`config.mk`:
```
export PLATFORM = sky130hd
export DESIGN_NAME = hazard_scoreboard_flat
export DESIGN_NICKNAME = d
export VERILOG_FILES = /design/src/rtl/hazard_scoreboard_pkg.sv /design/src/rtl/hazard_scoreboard_if.sv /design/src/rtl/hazard_scoreboard_hs_fwd_mux.sv /design/src/rtl/hazard_scoreboard.sv /design/src/flat_wrapper.sv
export SDC_FILE = /design/constraint.sdc
export NUM_CORES = 1
export LEC_CHECK = 0
export ABC_AREA = 1
export BUFFER_PORTS_ARGS = -buffer_cell sky130_fd_sc_hd__buf_2
export CELL_PAD_IN_SITES_DETAIL_PLACEMENT = 0
export CELL_PAD_IN_SITES_GLOBAL_PLACEMENT = 1
export CORE_MARGIN = 2
export CORE_UTILIZATION = 33
export CTS_CLUSTER_DIAMETER = 40
export DETAILED_ROUTE_END_ITERATION = 6
export HOLD_SLACK_MARGIN = 0.02
export PLACE_DENSITY_LB_ADDON = 0.1
export SLEW_MARGIN = 20
export SYNTH_ARGS = -nofsm -noshare
export SYNTH_HDL_FRONTEND = slang
export SYNTH_HIERARCHICAL = 1
export SYNTH_SLANG_ARGS = --single-unit
```
`constraint.sdc`:
```
create_clock -name clk -period 3.7 [get_ports clk]
set_input_delay 0.925 -clock clk [delete_from_list [all_inputs] [get_ports clk]]
set_output_delay 0.925 -clock clk [all_outputs]
set_load 0.01 [all_outputs]
```
`src/rtl/hazard_scoreboard_pkg.sv`:
```
// -----------------------------------------------------------------------------
// hazard_scoreboard_pkg
//   Shared definitions for the hazard/forwarding unit of the pipelined MIPS
//   core: default widths and latencies, Tuse/Tnew encodings, pipeline stage
//   indices, and a small elaboration-time helper.
// -----------------------------------------------------------------------------
package hazard_scoreboard_pkg;

  // Default geometry.
  localparam int HS_AW       = 5;
  localparam int HS_DW       = 32;
  localparam int HS_NSTAGE   = 3;
  localparam int HS_TW       = 2;
  localparam int HS_MULT_LAT = 5;
  localparam int HS_DIV_LAT  = 10;

  // Tuse: cycles after D until the operand is consumed.
  localparam logic [HS_TW-1:0] TUSE_D = 2'd0;
  localparam logic [HS_TW-1:0] TUSE_E = 2'd1;
  localparam logic [HS_TW-1:0] TUSE_M = 2'd2;

  // Tnew: cycles after entering E until the result is on its stage WD.
  localparam logic [HS_TW-1:0] TNEW_ALU  = 2'd1;
  localparam logic [HS_TW-1:0] TNEW_LOAD = 2'd2;

  // Stage indices. Consumers are 0..NSTAGE-1, producers 1..NSTAGE.
  // Producer p drives its WD on st_wd slice [p-1].
  localparam int STG_D = 0;
  localparam int STG_E = 1;
  localparam int STG_M = 2;
  localparam int STG_W = 3;

  // Larger of two latencies; sizes the MDU busy counter.
  function automatic int lat_max(input int a, input int b);
    return (a > b) ? a : b;
  endfunction

endpackage : hazard_scoreboard_pkg

```
`src/rtl/hazard_scoreboard_if.sv`:
```
// -----------------------------------------------------------------------------
// hazard_scoreboard_if
//   Bundle between the pipeline (master) and the hazard scoreboard (slave).
//   Pipeline -> scoreboard : flush, D-stage source/destination info, MDU start,
//                            producer WD values, unbypassed consumer operands.
//   Scoreboard -> pipeline : stall, md_busy, bypassed consumer operands.
//   Packed [NSTAGE-1:0][DW-1:0] arrays have the same layout as the flat
//   NSTAGE*DW vectors with slice [i] at bits [i*DW +: DW].
// -----------------------------------------------------------------------------
interface hazard_scoreboard_if
  import hazard_scoreboard_pkg::*;
#(
  parameter int AW     = HS_AW,
  parameter int DW     = HS_DW,
  parameter int NSTAGE = HS_NSTAGE,
  parameter int TW     = HS_TW
) ();

  logic                         flush;
  logic [AW-1:0]                d_rs;
  logic [AW-1:0]                d_rt;
  logic                         d_rs_used;
  logic                         d_rt_used;
  logic [TW-1:0]                d_tuse_rs;
  logic [TW-1:0]                d_tuse_rt;
  logic                         d_wen;
  logic [AW-1:0]                d_a3;
  logic [TW-1:0]                d_tnew;
  logic                         d_is_md;
  logic                         md_start;
  logic                         md_is_div;
  logic [NSTAGE-1:0][DW-1:0]    st_wd;
  logic [NSTAGE-1:0][DW-1:0]    raw_rs;
  logic [NSTAGE-1:0][DW-1:0]    raw_rt;
  logic                         stall;
  logic                         md_busy;
  logic [NSTAGE-1:0][DW-1:0]    fwd_rs;
  logic [NSTAGE-1:0][DW-1:0]    fwd_rt;

  modport master (
    output flush, d_rs, d_rt, d_rs_used, d_rt_used, d_tuse_rs, d_tuse_rt,
           d_wen, d_a3, d_tnew, d_is_md, md_start, md_is_div,
           st_wd, raw_rs, raw_rt,
    input  stall, md_busy, fwd_rs, fwd_rt
  );

  modport slave (
    input  flush, d_rs, d_rt, d_rs_used, d_rt_used, d_tuse_rs, d_tuse_rt,
           d_wen, d_a3, d_tnew, d_is_md, md_start, md_is_div,
           st_wd, raw_rs, raw_rt,
    output stall, md_busy, fwd_rs, fwd_rt
  );

endinterface : hazard_scoreboard_if

```
`src/rtl/hazard_scoreboard_hs_fwd_mux.sv`:
```
// -----------------------------------------------------------------------------
// hazard_scoreboard_hs_fwd_mux
//   Bypass select for one source operand of consumer stage C. Scans producer
//   entries C+1..NSTAGE; the youngest (smallest p) matching entry wins. A ready
//   match (tnew==0) forwards that producer's WD, otherwise the raw operand
//   passes through.
//   Ports:
//     src_i/used_i          source register address and its read-enable
//     ent_*_i               scoreboard entries, index 1..NSTAGE
//     st_wd_i               producer WD values, producer p at slice [p-1]
//     raw_i                 unbypassed operand held by consumer C
//     fwd_o                 bypassed operand
//     hit_o/hit_tnew_o      youngest match flag and its remaining Tnew
// -----------------------------------------------------------------------------
module hazard_scoreboard_hs_fwd_mux
  import hazard_scoreboard_pkg::*;
#(
  parameter int AW     = HS_AW,
  parameter int DW     = HS_DW,
  parameter int NSTAGE = HS_NSTAGE,
  parameter int TW     = HS_TW,
  parameter int C      = STG_D
) (
  input  logic [AW-1:0]              src_i,
  input  logic                       used_i,
  input  logic [NSTAGE:1]            ent_valid_i,
  input  logic [NSTAGE:1][AW-1:0]    ent_a3_i,
  input  logic [NSTAGE:1][TW-1:0]    ent_tnew_i,
  input  logic [NSTAGE-1:0][DW-1:0]  st_wd_i,
  input  logic [DW-1:0]              raw_i,
  output logic [DW-1:0]              fwd_o,
  output logic                       hit_o,
  output logic [TW-1:0]              hit_tnew_o
);

  always_comb begin
    // NOTE: every output gets a default before the scan so no path through
    // the block leaves a value unassigned, which would infer a latch.
    fwd_o      = raw_i;
    hit_o      = 1'b0;
    hit_tnew_o = '0;
    // Oldest to youngest: a later (younger) hit overwrites an older one.
    for (int p = NSTAGE; p > C; p--) begin
      if (used_i && (src_i != '0) && ent_valid_i[p] && (ent_a3_i[p] == src_i)) begin
        hit_o      = 1'b1;
        hit_tnew_o = ent_tnew_i[p];
        fwd_o      = (ent_tnew_i[p] == '0) ? st_wd_i[p-1] : raw_i;
      end
    end
  end

endmodule : hazard_scoreboard_hs_fwd_mux

```
`src/rtl/hazard_scoreboard.sv`:
```
// -----------------------------------------------------------------------------
// hazard_scoreboard
//   Hazard/forwarding unit for the pipelined MIPS core. Keeps a stage-tagged
//   record of in-flight GRF writes (dest, remaining Tnew) plus the source
//   addresses of instructions in E..stage NSTAGE-1, raises the D-stage stall
//   from Tuse/Tnew and MDU occupancy, and bypasses operands for every consumer.
//   Ports:
//     clk, reset   clock; synchronous active-high reset
//     bus          hazard_scoreboard_if.slave (pipeline handshake bundle)
//   Requires NSTAGE >= 2.
// -----------------------------------------------------------------------------
module hazard_scoreboard
  import hazard_scoreboard_pkg::*;
#(
  parameter int AW       = HS_AW,
  parameter int DW       = HS_DW,
  parameter int NSTAGE   = HS_NSTAGE,
  parameter int TW       = HS_TW,
  parameter int MULT_LAT = HS_MULT_LAT,
  parameter int DIV_LAT  = HS_DIV_LAT
) (
  input  logic                clk,
  input  logic                reset,
  hazard_scoreboard_if.slave  bus
);

  localparam int CW = $clog2(lat_max(MULT_LAT, DIV_LAT) + 1);

  // Producer entries, index = stage (1=E .. NSTAGE).
  logic [NSTAGE:1]           ent_valid_q, ent_valid_d;
  logic [NSTAGE:1][AW-1:0]   ent_a3_q,    ent_a3_d;
  logic [NSTAGE:1][TW-1:0]   ent_tnew_q,  ent_tnew_d;

  // Consumer source pipe, index = stage (1=E .. NSTAGE-1).
  logic [NSTAGE-1:1]         rs_used_q, rs_used_d;
  logic [NSTAGE-1:1]         rt_used_q, rt_used_d;
  logic [NSTAGE-1:1][AW-1:0] rs_q, rs_d;
  logic [NSTAGE-1:1][AW-1:0] rt_q, rt_d;

  logic [CW-1:0]             md_cnt_q, md_cnt_d;

  logic                      stall;
  logic                      md_busy;

  logic [NSTAGE-1:0][DW-1:0] fwd_rs_w, fwd_rt_w;
  logic [NSTAGE-1:0]         rs_hit, rt_hit;
  logic [NSTAGE-1:0][TW-1:0] rs_hit_tnew, rt_hit_tnew;

  // ---------------------------------------------------------------------------
  // Next state
  // ---------------------------------------------------------------------------
  always_comb begin
    ent_valid_d = '0;
    ent_a3_d    = '0;
    ent_tnew_d  = '0;
    rs_used_d   = '0;
    rt_used_d   = '0;
    rs_d        = '0;
    rt_d        = '0;

    // A stalled D injects a bubble; $0 writes never occupy an entry.
    ent_valid_d[1] = ~stall & bus.d_wen & (bus.d_a3 != '0);
    ent_a3_d[1]    = bus.d_a3;
    ent_tnew_d[1]  = bus.d_tnew;
    for (int p = 2; p <= NSTAGE; p++) begin
      ent_valid_d[p] = ent_valid_q[p-1];
      ent_a3_d[p]    = ent_a3_q[p-1];
      ent_tnew_d[p]  = (ent_tnew_q[p-1] == '0) ? '0 : ent_tnew_q[p-1] - TW'(1);
    end

    rs_d[1]      = bus.d_rs;
    rt_d[1]      = bus.d_rt;
    rs_used_d[1] = ~stall & bus.d_rs_used;
    rt_used_d[1] = ~stall & bus.d_rt_used;
    for (int c = 2; c < NSTAGE; c++) begin
      rs_d[c]      = rs_q[c-1];
      rt_d[c]      = rt_q[c-1];
      rs_used_d[c] = rs_used_q[c-1];
      rt_used_d[c] = rt_used_q[c-1];
    end

    // Flush overrides the shift; it leaves the MDU alone.
    if (bus.flush) begin
      ent_valid_d = '0;
      rs_used_d   = '0;
      rt_used_d   = '0;
    end

    if (bus.md_start) begin
      md_cnt_d = bus.md_is_div ? CW'(DIV_LAT) : CW'(MULT_LAT);
    end else if (md_cnt_q != '0) begin
      md_cnt_d = md_cnt_q - CW'(1);
    end else begin
      md_cnt_d = md_cnt_q;
    end
  end

  // ---------------------------------------------------------------------------
  // State
  // ---------------------------------------------------------------------------
  always_ff @(posedge clk) begin
    // NOTE: sequential state uses non-blocking assignments so every register
    // samples pre-edge values regardless of evaluation order.
    if (reset) begin
      ent_valid_q <= '0;
      rs_used_q   <= '0;
      rt_used_q   <= '0;
      md_cnt_q    <= '0;
    end else begin
      ent_valid_q <= ent_valid_d;
      rs_used_q   <= rs_used_d;
      rt_used_q   <= rt_used_d;
      md_cnt_q    <= md_cnt_d;
    end
  end

  // NOTE: address and Tnew fields are left unreset on purpose; they are only
  // looked at when the matching valid/used bit is set, and that bit is reset.
  always_ff @(posedge clk) begin
    ent_a3_q   <= ent_a3_d;
    ent_tnew_q <= ent_tnew_d;
    rs_q       <= rs_d;
    rt_q       <= rt_d;
  end

  // ---------------------------------------------------------------------------
  // Per-consumer bypass selects
  // ---------------------------------------------------------------------------
  for (genvar c = 0; c < NSTAGE; c++) begin : g_cons
    logic [AW-1:0] rs_src, rt_src;
    logic          rs_use, rt_use;

    if (c == STG_D) begin : g_dsrc
      assign rs_src = bus.d_rs;
      assign rt_src = bus.d_rt;
      assign rs_use = bus.d_rs_used;
      assign rt_use = bus.d_rt_used;
    end else begin : g_psrc
      assign rs_src = rs_q[c];
      assign rt_src = rt_q[c];
      assign rs_use = rs_used_q[c];
      assign rt_use = rt_used_q[c];
    end

    hazard_scoreboard_hs_fwd_mux #(
      .AW(AW), .DW(DW), .NSTAGE(NSTAGE), .TW(TW), .C(c)
    ) u_rs (
      .src_i       (rs_src),
      .used_i      (rs_use),
      .ent_valid_i (ent_valid_q),
      .ent_a3_i    (ent_a3_q),
      .ent_tnew_i  (ent_tnew_q),
      .st_wd_i     (bus.st_wd),
      .raw_i       (bus.raw_rs[c]),
      .fwd_o       (fwd_rs_w[c]),
      .hit_o       (rs_hit[c]),
      .hit_tnew_o  (rs_hit_tnew[c])
    );

    hazard_scoreboard_hs_fwd_mux #(
      .AW(AW), .DW(DW), .NSTAGE(NSTAGE), .TW(TW), .C(c)
    ) u_rt (
      .src_i       (rt_src),
      .used_i      (rt_use),
      .ent_valid_i (ent_valid_q),
      .ent_a3_i    (ent_a3_q),
      .ent_tnew_i  (ent_tnew_q),
      .st_wd_i     (bus.st_wd),
      .raw_i       (bus.raw_rt[c]),
      .fwd_o       (fwd_rt_w[c]),
      .hit_o       (rt_hit[c]),
      .hit_tnew_o  (rt_hit_tnew[c])
    );
  end

  // Only the D-stage match information feeds the stall.
  logic unused_side;
  assign unused_side = ^{rs_hit[NSTAGE-1:1], rt_hit[NSTAGE-1:1],
                         rs_hit_tnew[NSTAGE-1:1], rt_hit_tnew[NSTAGE-1:1]};

  // ---------------------------------------------------------------------------
  // Stall / MDU busy
  // ---------------------------------------------------------------------------
  assign md_busy = (md_cnt_q != '0);

  // A producer whose result is further away than the consumer's Tuse cannot
  // be bypassed in time. md_start covers the cycle before the counter loads.
  assign stall = (rs_hit[STG_D] && (rs_hit_tnew[STG_D] > bus.d_tuse_rs)) ||
                 (rt_hit[STG_D] && (rt_hit_tnew[STG_D] > bus.d_tuse_rt)) ||
                 (bus.d_is_md && (md_busy || bus.md_start));

  assign bus.stall   = stall;
  assign bus.md_busy = md_busy;
  assign bus.fwd_rs  = fwd_rs_w;
  assign bus.fwd_rt  = fwd_rt_w;

  a_md_start_idle : assert property (@(posedge clk) disable iff (reset)
                                     !(bus.md_start && md_busy));

endmodule : hazard_scoreboard
```
`src/flat_wrapper.sv`:
```
// flat-port wrapper written by rule: the top's interface ports become plain ports
module hazard_scoreboard_flat import hazard_scoreboard_pkg::*;
#(
  parameter int AW       = HS_AW,
  parameter int DW       = HS_DW,
  parameter int NSTAGE   = HS_NSTAGE,
  parameter int TW       = HS_TW,
  parameter int MULT_LAT = HS_MULT_LAT,
  parameter int DIV_LAT  = HS_DIV_LAT
)
  (clk, reset, bus_flush, bus_d_rs, bus_d_rt, bus_d_rs_used, bus_d_rt_used, bus_d_tuse_rs, bus_d_tuse_rt, bus_d_wen, bus_d_a3, bus_d_tnew, bus_d_is_md, bus_md_start, bus_md_is_div, bus_st_wd, bus_raw_rs, bus_raw_rt, bus_stall, bus_md_busy, bus_fwd_rs, bus_fwd_rt);
  hazard_scoreboard_if #(.AW(AW), .DW(DW), .NSTAGE(NSTAGE), .TW(TW)) bus_i ();
  input  logic clk;
  input  logic reset;
  input wire logic [$bits(bus_i.flush)-1:0] bus_flush;
  input wire logic [$bits(bus_i.d_rs)-1:0] bus_d_rs;
  input wire logic [$bits(bus_i.d_rt)-1:0] bus_d_rt;
  input wire logic [$bits(bus_i.d_rs_used)-1:0] bus_d_rs_used;
  input wire logic [$bits(bus_i.d_rt_used)-1:0] bus_d_rt_used;
  input wire logic [$bits(bus_i.d_tuse_rs)-1:0] bus_d_tuse_rs;
  input wire logic [$bits(bus_i.d_tuse_rt)-1:0] bus_d_tuse_rt;
  input wire logic [$bits(bus_i.d_wen)-1:0] bus_d_wen;
  input wire logic [$bits(bus_i.d_a3)-1:0] bus_d_a3;
  input wire logic [$bits(bus_i.d_tnew)-1:0] bus_d_tnew;
  input wire logic [$bits(bus_i.d_is_md)-1:0] bus_d_is_md;
  input wire logic [$bits(bus_i.md_start)-1:0] bus_md_start;
  input wire logic [$bits(bus_i.md_is_div)-1:0] bus_md_is_div;
  input wire logic [$bits(bus_i.st_wd)-1:0] bus_st_wd;
  input wire logic [$bits(bus_i.raw_rs)-1:0] bus_raw_rs;
  input wire logic [$bits(bus_i.raw_rt)-1:0] bus_raw_rt;
  output wire logic [$bits(bus_i.stall)-1:0] bus_stall;
  output wire logic [$bits(bus_i.md_busy)-1:0] bus_md_busy;
  output wire logic [$bits(bus_i.fwd_rs)-1:0] bus_fwd_rs;
  output wire logic [$bits(bus_i.fwd_rt)-1:0] bus_fwd_rt;
  assign bus_i.flush = bus_flush;
  assign bus_i.d_rs = bus_d_rs;
  assign bus_i.d_rt = bus_d_rt;
  assign bus_i.d_rs_used = bus_d_rs_used;
  assign bus_i.d_rt_used = bus_d_rt_used;
  assign bus_i.d_tuse_rs = bus_d_tuse_rs;
  assign bus_i.d_tuse_rt = bus_d_tuse_rt;
  assign bus_i.d_wen = bus_d_wen;
  assign bus_i.d_a3 = bus_d_a3;
  assign bus_i.d_tnew = bus_d_tnew;
  assign bus_i.d_is_md = bus_d_is_md;
  assign bus_i.md_start = bus_md_start;
  assign bus_i.md_is_div = bus_md_is_div;
  assign bus_i.st_wd = bus_st_wd;
  assign bus_i.raw_rs = bus_raw_rs;
  assign bus_i.raw_rt = bus_raw_rt;
  assign bus_stall = bus_i.stall;
  assign bus_md_busy = bus_i.md_busy;
  assign bus_fwd_rs = bus_i.fwd_rs;
  assign bus_fwd_rt = bus_i.fwd_rt;
  hazard_scoreboard #(.AW(AW), .DW(DW), .NSTAGE(NSTAGE), .TW(TW), .MULT_LAT(MULT_LAT), .DIV_LAT(DIV_LAT)) u_core (.clk(clk), .reset(reset), .bus(bus_i));
endmodule
```
==> flow_metrics.tcl <==
set metrics [dict create \
    design.die.area_mm2 0.0439 \
    endpoint_kind "primary output" \
    wirelength_mm 77.5 \
    final_layout_size_suffix_gt1_share_pct 24.7 \
    layout-area-overhead-vs-synth_pct 21.4 \
    multi_input_combinational_cell_area_mm2 0.0106 \
    numPortBuffers 511 \
    die_x_extent_um 209 \
    hold_viol_final 0 \
    clock_path_buffers 2 \
    dp_cells 3739 \
    die_y_um 209 \
    dp_hpwl_mm 58.3 \
    path_clk_slew_ns 0.08 \
    max_cap_viol_count 0 \
    gp_congestion 0.949 \
    timing.critical_path.from_type "primary input" \
    layout.cells.most_common_list "1,290 x nand2_1, 511 x buf_2, 389 x o21ai_0" \
    number_of_antenna_violations_at_the_first_check_in_global_routing 17 \
    final.setup.worst_slack_ns 0.0575 \
    worst_ep_arrival_ns 2.72 \
    postSynthCellCount 2806 \
    grt_setup_unrepaired "yes" \
    worst_ir_drop_vdd_mv 0.167 \
    synthesis.yosys.warnings 6 \
    fill_cells 4848 \
    drt_first_pass_iters 7 \
    fin_cells 3756 \
    final-seq-area_mm2 0.00104 \
    clock_sinks 52 \
    globalRouteOverflowTotal 0 \
    vias 19900 \
    cts_tree "done" \
    clk_root_buffer_cell "clkbuf_16" \
    number_of_global_route_vias_before_repair 17800 \
    post_synth.cell_area_avg_um2 4.97 \
    detail_route.wl_per_cell_um 20.6 \
    initial_utilization_pct 33.3 \
    leakage_uw 0.00965 \
    cts-hold-fix-buffers 0 \
    postRouteAntennaNets 0 \
    io_pins 512 \
    ctsHtreeMaxLevel 2 \
    worst_clock_skew_ns 0.0131 \
    grt_start_max_net_pins 66 \
    criticalPathCategory "in -> out" \
    fmaxAchievable_ghz 0.275 \
    failed_checks "DRC" \
    run_status "finished, violations left" \
    drt_iter0_drc 2096 \
    worst_hold_path_type "reg -> reg" \
    remaining_drc_errors 4 \
    grt_pass1_wl_mm 113 \
    final.min_clock_period_ns 3.64 \
    clock_network_latency_to_the_later_pin_of_the_worst_skew_pair_ns 0.30 \
    global_route.usage.total_pct 33.8 \
    slew_headroom_pct 47.3 \
    cts-buffers-inserted 5 \
    num-nets-final 3533 \
    postSynthNetCount 3132 \
    placementRows 75 \
    detail_route.vias_per_cell 5.29 \
    path_max_fanout 5 \
    core-area_mm2 0.0419 \
    worst_pin_slew_ns 0.788 \
    timing.final.max_slew_violations 0 \
    place_worst_setup_slack_ns -0.0227 \
    synth.cell_area_mm2 0.0139 \
    portion_of_the_clock_cycle_consumed_by_the_worst_path_in_the_final_layout_pct 98.4 \
    critPathRequiredTime_ns 2.77 \
    layout.cells.most_common "nand2_1" \
    setup_violations 0 \
    p_per_area_mw_per_mm2 192 \
]
==> repair_timing <==
| item | 4_1_cts | 5_1_grt |
|---|---|---|
| endpoints found under the setup margin | 1 | 5 |
| buffers inserted | 0 | 0 |
| gates resized for setup | 1 | 13 |
| pin swaps | 1 | 5 |
==> report_power, final <==
part	internal (uW)	total, uW	switching, uW
registers	594	668	74.1
clock network	391	616	226
logic	630	1970	1340
==> flip-flops by register name (all words and copies together), names as in the netlist <==
name,flops
u_core/g_cons.rt_src,10
u_core/md_cnt_q,4
u_core/g_cons.rs_src,10
u_core/ent_valid_q,3
u_core/rs_used_q,2
u_core/ent_a3_q,5
u_core/ent_tnew_q,6
u_core/ent_a3_d,10
u_core/rt_used_q,2
==> metal layers <==
| layer | global-route usage, % | up-vias | share of wire (%) |
|---|---|---|---|
| met1 | 43.4 | 9007 | 40 |
| li1 | - | 9626 | - |
| met3 | 6.72 | 178 | 9.7 |
| met2 | 55.2 | 1055 | 46 |
| met5 | 0 | - | 0.14 |
| met4 | 13.9 | 16 | 4.3 |
==> worst max-delay path, stage by stage <==
cell,delay (ns)
buf_2,0.15
inv_2,0.07
nand2_1,0.06
nand2_1,0.06
inv_1,0.05
nand2_1,0.05
nor2_2,0.14
nand3_4,0.08
inv_1,0.10
nand3_1,0.09
a21oi_2,0.15
inv_1,0.05
ha_1,0.25
a21boi_0,0.15
nand2_1,0.11
nand3_4,0.10
buf_2,0.13
==> final cells by class <==
cell class              count  area share (%)
diodes                      9           0.133
clock buffers               5           0.739
clock inverters             3           0.407
inverters                 304            6.86
multi-input cells        2268            62.9
flip-flops and latches     52            6.17
well taps                 539            3.99
repair buffers            576            18.8
==> per-stage QoR <==
stage | setup TNS [ns] | hold slack (ns) | util, % | total power [uW] | cell area [um2]
global placement | -0.00978 | 0.426 | 39.8 | 2590 | 16600
CTS | 0 | 0.436 | 40.2 | 3230 | 16800
finish | 0 | 0.435 | 40.4 | 3250 | 16900
floorplan | 0 | 0.368 | - | 1790 | 13900
global route | -0.130 | 0.443 | 40.4 | 3490 | 16900
detailed placement | -0.0227 | 0.422 | 39.8 | 2610 | 16600
==> final timing paths <==
path	start	endpoint	slack, ns	cells past startpoint
max	bus_d_rt[3]	bus_stall	0.06	17
min	u_core/g_cons[1].rs_src[2]$_DFF_P_	u_core/g_cons[2].rs_src[2]$_DFF_P_	0.44	0
max reg2reg	u_core/ent_a3_q[14]$_DFF_P_	u_core/rt_used_q[1]$_SDFF_PP0_	1.23	15
min reg2reg	u_core/g_cons[1].rs_src[2]$_DFF_P_	u_core/g_cons[2].rs_src[2]$_DFF_P_	0.44	0
Power figures use the tool's default switching activity.
